`src/rtl/eab_agu.sv`:
```
// -----------------------------------------------------------------------------
// eab_agu -- registered effective-address generator for the LC-3 datapath.
//
// Computes base + sext(offset field), where the base is PC or Ra and the offset
// is zero, imm11, imm9 or imm6.  The sum wraps modulo 2^WIDTH.  When built with
// EAB_INDIRECT_EN defined, a request flagged "indirect" (LDI/STI) issues one
// memory read at the computed address and returns the fetched word instead.
// Without EAB_INDIRECT_EN, the FETCH state is not built and every request is
// treated as direct.
//
// Build option:
//   EAB_INDIRECT_EN  - define to enable the indirect (memory fetch) path.
//
// Parameters:
//   WIDTH  - address/data width (>= 12)
//   IR_W   - instruction field width, ir[10:0] (11 for LC-3)
//
// Ports:
//   clk         in   sole clock, rising edge
//   rst         in   synchronous active-high reset
//   req_valid   in   request present
//   req_ready   out  block can accept a request (decoded from state)
//   ir          in   instruction bits [10:0]
//   ra          in   base register value
//   pc          in   incremented PC
//   sel_base    in   1 = ra, 0 = pc
//   sel_off     in   00 zero, 01 imm11, 10 imm9, 11 imm6
//   indirect    in   resolve via memory read
//   mem_req     out  memory read request
//   mem_addr    out  memory read address
//   mem_ack     in   memory read data valid this cycle
//   mem_data    in   memory read data
//   addr_valid  out  result available
//   addr        out  resulting effective address
//   addr_ready  in   consumer accepts result
// -----------------------------------------------------------------------------
module eab_agu #(
    parameter int WIDTH = 16,
    parameter int IR_W  = 11
) (
    input  logic             clk,
    input  logic             rst,
    input  logic             req_valid,
    output logic             req_ready,
    input  logic [IR_W-1:0]  ir,
    input  logic [WIDTH-1:0] ra,
    input  logic [WIDTH-1:0] pc,
    input  logic             sel_base,
    input  logic [1:0]       sel_off,
    input  logic             indirect,
    output logic             mem_req,
    output logic [WIDTH-1:0] mem_addr,
    input  logic             mem_ack,
    input  logic [WIDTH-1:0] mem_data,
    output logic             addr_valid,
    output logic [WIDTH-1:0] addr,
    input  logic             addr_ready
);

`ifdef EAB_INDIRECT_EN
    typedef enum logic [1:0] {
        IDLE  = 2'd0,
        FETCH = 2'd1,
        DONE  = 2'd2
    } state_t;
`else
    typedef enum logic [1:0] {
        IDLE  = 2'd0,
        DONE  = 2'd2
    } state_t;
`endif

    // Sign-extend the selected immediate field of ir to WIDTH bits.
    function automatic logic [WIDTH-1:0] sext_off(
        input logic [1:0]      sel,
        input logic [IR_W-1:0] f
    );
        logic [WIDTH-1:0] r;
        case (sel)
            2'b01:   r = {{(WIDTH-11){f[10]}}, f[10:0]};
            2'b10:   r = {{(WIDTH-9){f[8]}},   f[8:0]};
            2'b11:   r = {{(WIDTH-6){f[5]}},   f[5:0]};
            default: r = '0;
        endcase
        return r;
    endfunction

    state_t           state_q, state_d;
    logic [WIDTH-1:0] addr_q, addr_d;
    logic             addr_valid_q;
    logic [WIDTH-1:0] base;
    logic [WIDTH-1:0] ea;

    // Address arithmetic; the sum is truncated to WIDTH so it wraps naturally.
    always_comb begin
        base = sel_base ? ra : pc;
        ea   = base + sext_off(sel_off, ir);
    end

`ifdef EAB_INDIRECT_EN
    logic [WIDTH-1:0] mem_addr_q, mem_addr_d;
    logic             mem_req_q;
`endif

    // Next-state and datapath update.  Request inputs only matter in IDLE,
    // so changes after the accept edge cannot disturb a request in flight.
    always_comb begin
        state_d = state_q;
        addr_d  = addr_q;
`ifdef EAB_INDIRECT_EN
        mem_addr_d = mem_addr_q;
`endif
        case (state_q)
            IDLE: begin
                if (req_valid) begin
`ifdef EAB_INDIRECT_EN
                    if (indirect) begin
                        mem_addr_d = ea;
                        state_d    = FETCH;
                    end else begin
                        addr_d  = ea;
                        state_d = DONE;
                    end
`else
                    addr_d  = ea;
                    state_d = DONE;
`endif
                end
            end
`ifdef EAB_INDIRECT_EN
            FETCH: begin
                // mem_addr is held (no update here) until the ack is seen.
                if (mem_ack) begin
                    addr_d  = mem_data;
                    state_d = DONE;
                end
            end
`endif
            DONE: begin
                if (addr_ready) begin
                    state_d = IDLE;
                end
            end
            default: begin
                state_d = IDLE;
            end
        endcase
    end

    // State and registered outputs.  The handshake flags are registered from
    // the next state so they line up exactly with the state register.
    always_ff @(posedge clk) begin
        if (rst) begin
            state_q      <= IDLE;
            addr_q       <= '0;
            addr_valid_q <= 1'b0;
`ifdef EAB_INDIRECT_EN
            mem_addr_q   <= '0;
            mem_req_q    <= 1'b0;
`endif
        end else begin
            state_q      <= state_d;
            addr_q       <= addr_d;
            addr_valid_q <= (state_d == DONE);
`ifdef EAB_INDIRECT_EN
            mem_addr_q   <= mem_addr_d;
            mem_req_q    <= (state_d == FETCH);
`endif
        end
    end

    assign req_ready  = (state_q == IDLE);
    assign addr_valid = addr_valid_q;
    assign addr       = addr_q;

`ifdef EAB_INDIRECT_EN
    assign mem_req  = mem_req_q;
    assign mem_addr = mem_addr_q;
`else
    assign mem_req  = 1'b0;
    assign mem_addr = '0;

    // Memory-side inputs and the indirect flag have no function in this build.
    logic unused_inputs;
    assign unused_inputs = &{1'b0, indirect, mem_ack, mem_data};
`endif

endmodule

```
`config.mk`:
```
export PLATFORM = sky130hd
export DESIGN_NAME = eab_agu
export DESIGN_NICKNAME = d
export VERILOG_FILES = /design/src/rtl/eab_agu.sv
export SDC_FILE = /design/constraint.sdc
export NUM_CORES = 1
export LEC_CHECK = 0
export CAP_MARGIN = 10
export CELL_PAD_IN_SITES_DETAIL_PLACEMENT = 0
export CELL_PAD_IN_SITES_GLOBAL_PLACEMENT = 1
export CORE_MARGIN = 2
export CORE_UTILIZATION = 24
export DETAILED_ROUTE_END_ITERATION = 8
export GPL_ROUTABILITY_DRIVEN = 0
export GPL_TIMING_DRIVEN = 0
export PLACE_DENSITY = 0.86
export RECOVER_POWER = 100
export SLEW_MARGIN = 10
export SYNTH_ARGS = -nofsm -noshare
export SYNTH_HDL_FRONTEND = slang
export SYNTH_SLANG_ARGS = --single-unit
```
`constraint.sdc`:
```
create_clock -name clk -period 3.05 [get_ports clk]
set_input_delay 0.4575 -clock clk [delete_from_list [all_inputs] [get_ports clk]]
set_output_delay 0.4575 -clock clk [all_outputs]
set_load 0.01 [all_outputs]
```
# == Yosys cells after proc, flatten, opt, wreduce, memory -nomap -nowiden ==
# Index checks and enable logic that the tools add are counted.
# totals
regBits,19
inputBits,68
elab_cells,16
out_inout_bits,35
# op_classes
add_sub_neg,1
n_reduce_logical,2
n_eq_ne,5
n_mux,5
# ops
op,count
one-hot mux 16 bit (3 select lines),1
adder 16 bit,1
2-to-1 mux 16 bit,1
equality test 2 bit (second input constant),4
2-to-1 mux 2 bit,2
one-hot mux 2 bit (2 select lines),1
equality test 2 x 1 -> 1 bit (second input constant),1
logical NOT 2 bit,1
AND reduction 2 bit,1

# == Longest topological paths before layout ==
# Gate-level depths: netlist of run 1.
# depth
ltp_word,3
mapped_depth,12
ltp_nobuf,11

# == Worst setup path before layout of run 1 ==
# No wires, ideal clock.
# synth_timing
kind,input port to flip-flop
startpoint,input port sel_base
endpoint,"register addr_q[15], in the netlist addr[15]"
arrival_time_ns,3.000
n_path_buf,2
setup_ns,0.091
required_ns,2.959
path_slack_ns,-0.041
cell_stages,10
cell_sequence,clkbuf_1 -> buf_1 -> mux2_2 -> ha_1 -> a21o_1 -> a21o_1 -> o2111ai_2 -> nand2_1 -> or3_1 -> a311oi_1
# synth_between
elab_chain_len,2
# synth_lines
item,line_no,source
from (decl),48,"input logic sel_base,"
2-to-1 mux 16 bit,96,base = sel_base ? ra : pc;
adder 16 bit,97,"ea = base + sext_off(sel_off, ir);"
to (signal assigned),163,addr_q <= addr_d;
to (decl),89,"logic [WIDTH-1:0] addr_q, addr_d;"
# No other way between the ends.
# A chain may end at the register's enable or synchronous reset.

# == Worst setup path after layout of run 1 ==
# layout_timing
startpoint,input port sel_base
endpoint,"register addr_q[14], in the netlist addr[14]"
# Same word-level chain as after synthesis.

==> results.sh, run 1 <==
export IMPL_finalCritPeriodShare_pct=93.71
export IMPL_maxCapViolCount=0
export IMPL_synth_seq_cells=19
export IMPL_path_max_fanout=10
export IMPL_dr_first_iter_drc_count=61
export IMPL_status="complete, no violations"
export IMPL_die_y_um=90.16
export IMPL_ant_nets=0
export IMPL_cp_arrival_ns=3.00
export IMPL_dp_slack_ns=-0.3524
export IMPL_syn_to_final_growth_pct=50.84
export IMPL_synth_area_leaders="dfxtp_1 21%, ha_1 11%, mux2_2 9.5%"
export IMPL_dp_hpwl_mm=4.123
export IMPL_final_layout_size_suffix_gt1_share_pct=15.46
export IMPL_synth_edff_count=0
export IMPL_setup_violations=0
export IMPL_seq_area_frac_synth_pct=21.35
export IMPL_synth_flop_cell="dfxtp_1"
export IMPL_io_pins=103
export IMPL_wirelength_mm=4.847
export IMPL_hold_viol_final=0
export IMPL_first_global_vias=1815
export IMPL_hp_class="flip-flop to flip-flop"
export IMPL_yosys_area_top_type="dfxtp_1"
export IMPL_clkTransAtPathRegs_ns=0.07
export IMPL_diodes=0
export IMPL_start_util_pct=24.70
export IMPL_end_kind="flip-flop"
export IMPL_placed_cells=399
export IMPL_rr_worst_depth=5
export IMPL_cts_hold_fix_buffers=0
export IMPL_wl_per_cell_um=12.03
export IMPL_tritoncts="built"
export IMPL_numCtsBuffers=3
export IMPL_grt_pass1_wl_mm=8.155
export IMPL_final_setup_skew_ns=0.002277
export IMPL_yosys_cell_types_count=47
export IMPL_hold_depth=2
export IMPL_insertion_delay_ns=0.25
export IMPL_fp_coreArea_um2=7214
export IMPL_yosys_warnings=0
export IMPL_slew_violations=0
export IMPL_leakagePower_uw=0.001236
export IMPL_rows=31
export IMPL_worstHoldStart="addr[5]"
export IMPL_port_buffers=65
export IMPL_fin_crit_ns=2.858
export IMPL_ir_worst_vdd_mv=0.1494
export IMPL_drc_errors=0
export IMPL_final_nets=389
export IMPL_die_area_um2=8129
export IMPL_holdPathEnd="addr[5]"
export IMPL_netlist_area_um2=1782
export IMPL_fin_ws_ns=0.1919
export IMPL_path_class="input pin to flip-flop"
export IMPL_grt_max_degree=11
export IMPL_rsz0062_at_grt="false"
export IMPL_antenna_found_initial=0
export IMPL_fmax_mhz=349.9
export IMPL_cp_required_ns=3.19
export IMPL_clockBufferDepth=2
export IMPL_syn_inst=218
export IMPL_grt_usage_pct=11.84
export IMPL_synth_top_cell_area_share_pct=21.35
export IMPL_rrSetupSlack_ns=1.49
export IMPL_viasPerCell=4.578
export IMPL_dr_total_vias=1845
export IMPL_utilization_pct=37.25
export IMPL_clock_tree_root_cell="clkbuf_8"
export IMPL_overflow=0
export IMPL_r2r_end="addr[9]"
export IMPL_clkSinkCount=19
export IMPL_dr_pass1_iters=4
export IMPL_startpoint_type="input pin"
export IMPL_die_w_um=90.16
export IMPL_h_tree_depth=1
export IMPL_instances_no_fill=403
export IMPL_power_density_nw_per_um2=319.5
export IMPL_r2r_start="state_q[0]"
export IMPL_avgSynthCellArea_um2=8.173
export IMPL_synth_async_reset_ratio_pct=0
[power breakdown]
part	internal [uW]	total [uW]	switching [uW]
Clock	92.8	172	78.9
Combinational	213	410	196
Sequential	268	277	9.41
Total	574	859	285
[layout by cell type, fill, tap and decap left out, types with 10 or more instances in the layout]
cell             synthesis  routed
clkdlybuf4s50_1          0      43
a21oi_1                 21      20
ha_1                    15      15
mux2_2                  15      14
a21o_1                  11      10
dlygate4sd3_1            0      20
conb_1                   1      18
buf_4                   17      17
dfxtp_1                 19      19
nand2_1                 19      19
[layout make-up]
class	count	area, um2
plain buffers	23	152.6
clock buffers	4	45.04
fillers	771	4527
inverters	7	26.28
multi-input cells	186	1304
flip-flops and latches	19	380.4
well taps	99	123.9
repair buffers	65	655.6
[kinds of logic after synthesis]
group           count (synthesis)  synth area share, %
mux                            17                10.60
xor+xnor                        6                2.949
compound gates                 65                25.07
fa+ha+maj                      16                11.66
simple gates                   64                18.26
other cells                     1               0.2105
flops                          19                21.35
buf+inv                        30                9.902
[repair_timing]
| action | 4_1_cts | 5_1_grt |
|---|---|---|
| setup endpoints to repair | 5 | 8 |
| pin swaps | 0 | 1 |
| gates resized for setup | 2 | 10 |
| buffers inserted | 0 | 0 |
[worst max path at each step]
stage / start / endpoint / slack, ns
2_1_floorplan: sel_base / addr[15] / 0.09
5_1_grt: sel_base / addr[14] / 0.005
3_3_place_gp: sel_off[1] / addr[12] / -0.31
4_1_cts: sel_base / addr[12] / 0.009
6_report: sel_base / addr[14] / 0.19
3_5_place_dp: sel_base / addr[8] / -0.35
[metrics by stage]
stage,hold WS [ns],power [uW],area (um2),TNS [ns]
global placement,0.4355,693.6,2621,-1.718
CTS,0.4522,876.7,2670,0
finish,0.4489,858.6,2688,0
global route,0.4769,924.9,2688,0
detailed placement,0.4421,698.9,2621,-2.040
floorplan,0.4276,544.9,1847,0
[cells in the mapped netlist (all sizes together) (2+ instances only)]
cell type   n
a21oi      21
buf        19
dfxtp      19
nand2      19
ha         15
mux2       15
a21o       11
nor2       10
nor2b       9
o21ai       9
and3        7
inv         7
a22o        5
nand3       5
clkbuf      4
nor3        4
xnor2       4
a31oi       3
or3         3
a211o       2
a311oi      2
a32o        2
mux2i       2
o2111ai     2
o41ai       2
xor2        2
[worst max-delay path, stage by stage]
cell and delay [ns]:
clkbuf_2 0.18, buf_2 0.28, mux2_2 0.37, ha_1 0.36, a21o_1 0.23, a31o_1 0.24
a32o_1 0.25, a311oi_1 0.31, xnor2_1 0.12, a22o_1 0.20
[state kept, by name, indices dropped and copies added, names as in the netlist]
signal and flops:
addr 16, state_q 2, addr_valid 1
[metal layers]
metal	part of all wire, %	track usage [%]
met5	0	0
met4	0	0
met3	6.1	3.101
met2	50	23.31
met1	44	13.49
Note: power is estimated with default switching activity, not from simulation.
==> inputs of run 2 (changes only) <==
--- a/config.mk
+++ b/config.mk
@@ -10,6 +10,7 @@
 export CELL_PAD_IN_SITES_GLOBAL_PLACEMENT = 1
 export CORE_MARGIN = 2
 export CORE_UTILIZATION = 24
+export CTS_BUF_LIST = sky130_fd_sc_hd__clkbuf_4
 export DETAILED_ROUTE_END_ITERATION = 8
 export GPL_ROUTABILITY_DRIVEN = 0
 export GPL_TIMING_DRIVEN = 0
==> run 2 against run 1 <==
  * Combinational power hardly changed
  * Total power is 4.6% lower
  * Clock skew is 0.0014 ns higher
  * Die area stayed put
  * Via count is 0.49% lower
  * Sequential cell count stayed put
  * Setup slack better by 0.047 ns
  * Final area is 0.65% lower
  * Clock power is 23% lower
  * Global-route usage is 0.11 points higher
  * Sequential power hardly changed
  * Critical path type unchanged
  * Critical endpoint unchanged
==> results.sh, run 2 (synthesis results as in run 1) <==
export IMPL_hold_viol_final=0
export IMPL_dr_pass1_iters=4
export IMPL_rsz0062_at_grt="false"
export IMPL_start_util_pct=24.70
export IMPL_fin_ws_ns=0.2391
export IMPL_grt_max_degree=11
export IMPL_tritoncts="built"
export IMPL_path_class="input pin to flip-flop"
export IMPL_wl_per_cell_um=12.00
export IMPL_largest_register_ffs=16
export IMPL_die_y_um=90.16
export IMPL_hold_depth=2
export IMPL_clkSinkCount=19
export IMPL_busiest_layer="met2"
export IMPL_r2r_end="addr[9]"
export IMPL_rows=31
export IMPL_power_density_nw_per_um2=306.7
export IMPL_leakagePower_uw=0.001231
export IMPL_holdPathEnd="addr[5]"
export IMPL_ir_worst_vdd_mv=0.1336
export IMPL_timing_hold_ws_ns=0.4539
export IMPL_final_nets=389
export IMPL_hp_class="flip-flop to flip-flop"
export IMPL_first_global_vias=1815
export IMPL_rrSetupSlack_ns=1.48
export IMPL_power_frac_seq_pct=33.8
export IMPL_clock_tree_root_cell="clkbuf_4"
export IMPL_p_int_uw=539.9
export IMPL_startpoint_type="input pin"
export IMPL_cp_required_ns=3.24
export IMPL_die_area_um2=8129
export IMPL_insertion_delay_ns=0.29
export IMPL_comb_power_share_pct=49.9
export IMPL_mostFrequentLayoutCells="42 x clkdlybuf4s50_1, 21 x dlygate4sd3_1, 20 x a21oi_1"
export IMPL_status="complete, no violations"
export IMPL_use_met3_pct=3.604
export IMPL_final_setup_skew_ns=0.003691
export IMPL_dr_first_iter_drc_count=75
export IMPL_dp_hpwl_mm=4.123
export IMPL_grt_pass1_wl_mm=8.169
export IMPL_final_layout_size_suffix_gt1_share_pct=15.46
export IMPL_p_switching_uw=279.0
export IMPL_slew_violations=0
export IMPL_swShare_pct=34.07
export IMPL_dr_total_vias=1836
export IMPL_worstHoldStart="addr[5]"
export IMPL_syn_to_final_growth_pct=49.86
export IMPL_viasPerCell=4.556
export IMPL_r2r_start="state_q[0]"
export IMPL_path_max_fanout=10
export IMPL_clockBufferDepth=2
export IMPL_fin_crit_ns=2.811
export IMPL_clock_power_share_pct=16.3
export IMPL_dp_slack_ns=-0.3524
export IMPL_met2_usage_pct=23.31
export IMPL_cp_arrival_ns=3.00
export IMPL_end_kind="flip-flop"
export IMPL_clkTransAtPathRegs_ns=0.10
export IMPL_postCtsSetupRepairBufs=0
export IMPL_die_w_um=90.16
export IMPL_wirelength_mm=4.836
export IMPL_setup_tns_ns=0
export IMPL_port_buffers=65
export IMPL_io_pins=103
export IMPL_overflow=0
export IMPL_h_tree_depth=1
export IMPL_setup_violations=0
export IMPL_ant_nets=0
export IMPL_grt_usage_pct=11.95
export IMPL_finalCritPeriodShare_pct=92.16
export IMPL_fp_coreArea_um2=7214
export IMPL_fmax_mhz=355.8
export IMPL_rr_worst_depth=5
export IMPL_cts_hold_fix_buffers=0
export IMPL_diodes=0
export IMPL_nFillCells=773
export IMPL_maxCapViolCount=0
export IMPL_grt_use_met1_pct=13.49
export IMPL_final_common_cell="clkdlybuf4s50_1"
export IMPL_numCtsBuffers=3
export IMPL_antenna_found_initial=0
export IMPL_drc_errors=0
run 2: cell types whose count changed in the layout (fill, tap and decap cells not counted), sizes merged:
cell,delta
clkdlybuf4s50,-1
dlygate4sd3,+1
run 2: layer usage:
layer	wire [um]	share of wire [%]	vias to the layer above
met5	0	0	-
met4	0	0	0
met3	295	6.1	0
met2	2433	50	56
met1	2108	44	840
li1	-	-	940
run 2: worst max-delay path by stage:
stage	cells past startpoint	end	startpoint	slack, ns
6_report	10	addr[14]	sel_base	0.24
5_1_grt	12	addr[12]	sel_base	0.06
4_1_cts	11	addr[12]	sel_off[0]	0.02
3_5_place_dp	12	addr[8]	sel_base	-0.35
3_3_place_gp	12	addr[12]	sel_off[1]	-0.31
2_1_floorplan	10	addr[15]	sel_base	0.09
run 2: area by class of cell:
cell class                      count  area, um2  share of cell area (%)
Inverter                            7      26.28                  0.9841
Tap cell                           99      123.9                   4.639
Buffer                             23      152.6                   5.717
Timing Repair Buffer               65      655.6                   24.55
Clock buffer                        4      30.03                   1.125
Sequential cell                    19      380.4                   14.25
Multi-Input combinational cell    186       1301                   48.73
run 2: power by group through the flow:
stage	clock, uW	sequential [uW]	combinational [uW]
floorplan	0	291	254
finish	133	277	409
global route	153	280	456
global placement	0	283	410
CTS	142	278	419
detailed placement	0	284	415
run 2: repair_timing:
item / CTS / global route
pin swaps: 0 / 1
cloned: 0 / 0
setup endpoints to repair: 4 / 7
resized for setup: 1 / 11
run 2: critical path, cell delays in order:
cell and delay [ns]:
clkbuf_2 0.18, buf_2 0.28, mux2_2 0.37, ha_1 0.36
a21o_1 0.23, a31o_1 0.24, a32o_1 0.25, a311oi_1 0.31
xnor2_1 0.12, a22o_1 0.20
run 2: through the flow:
stage	power, uW	cell area [um2]	instances	util (%)
CTS	839.5	2655	403	36.80
floorplan	544.9	1847	235	-
detailed placement	698.9	2621	399	36.33
global route	888.8	2670	403	37.01
finish	818.9	2670	403	37.01
global placement	693.6	2621	399	36.33
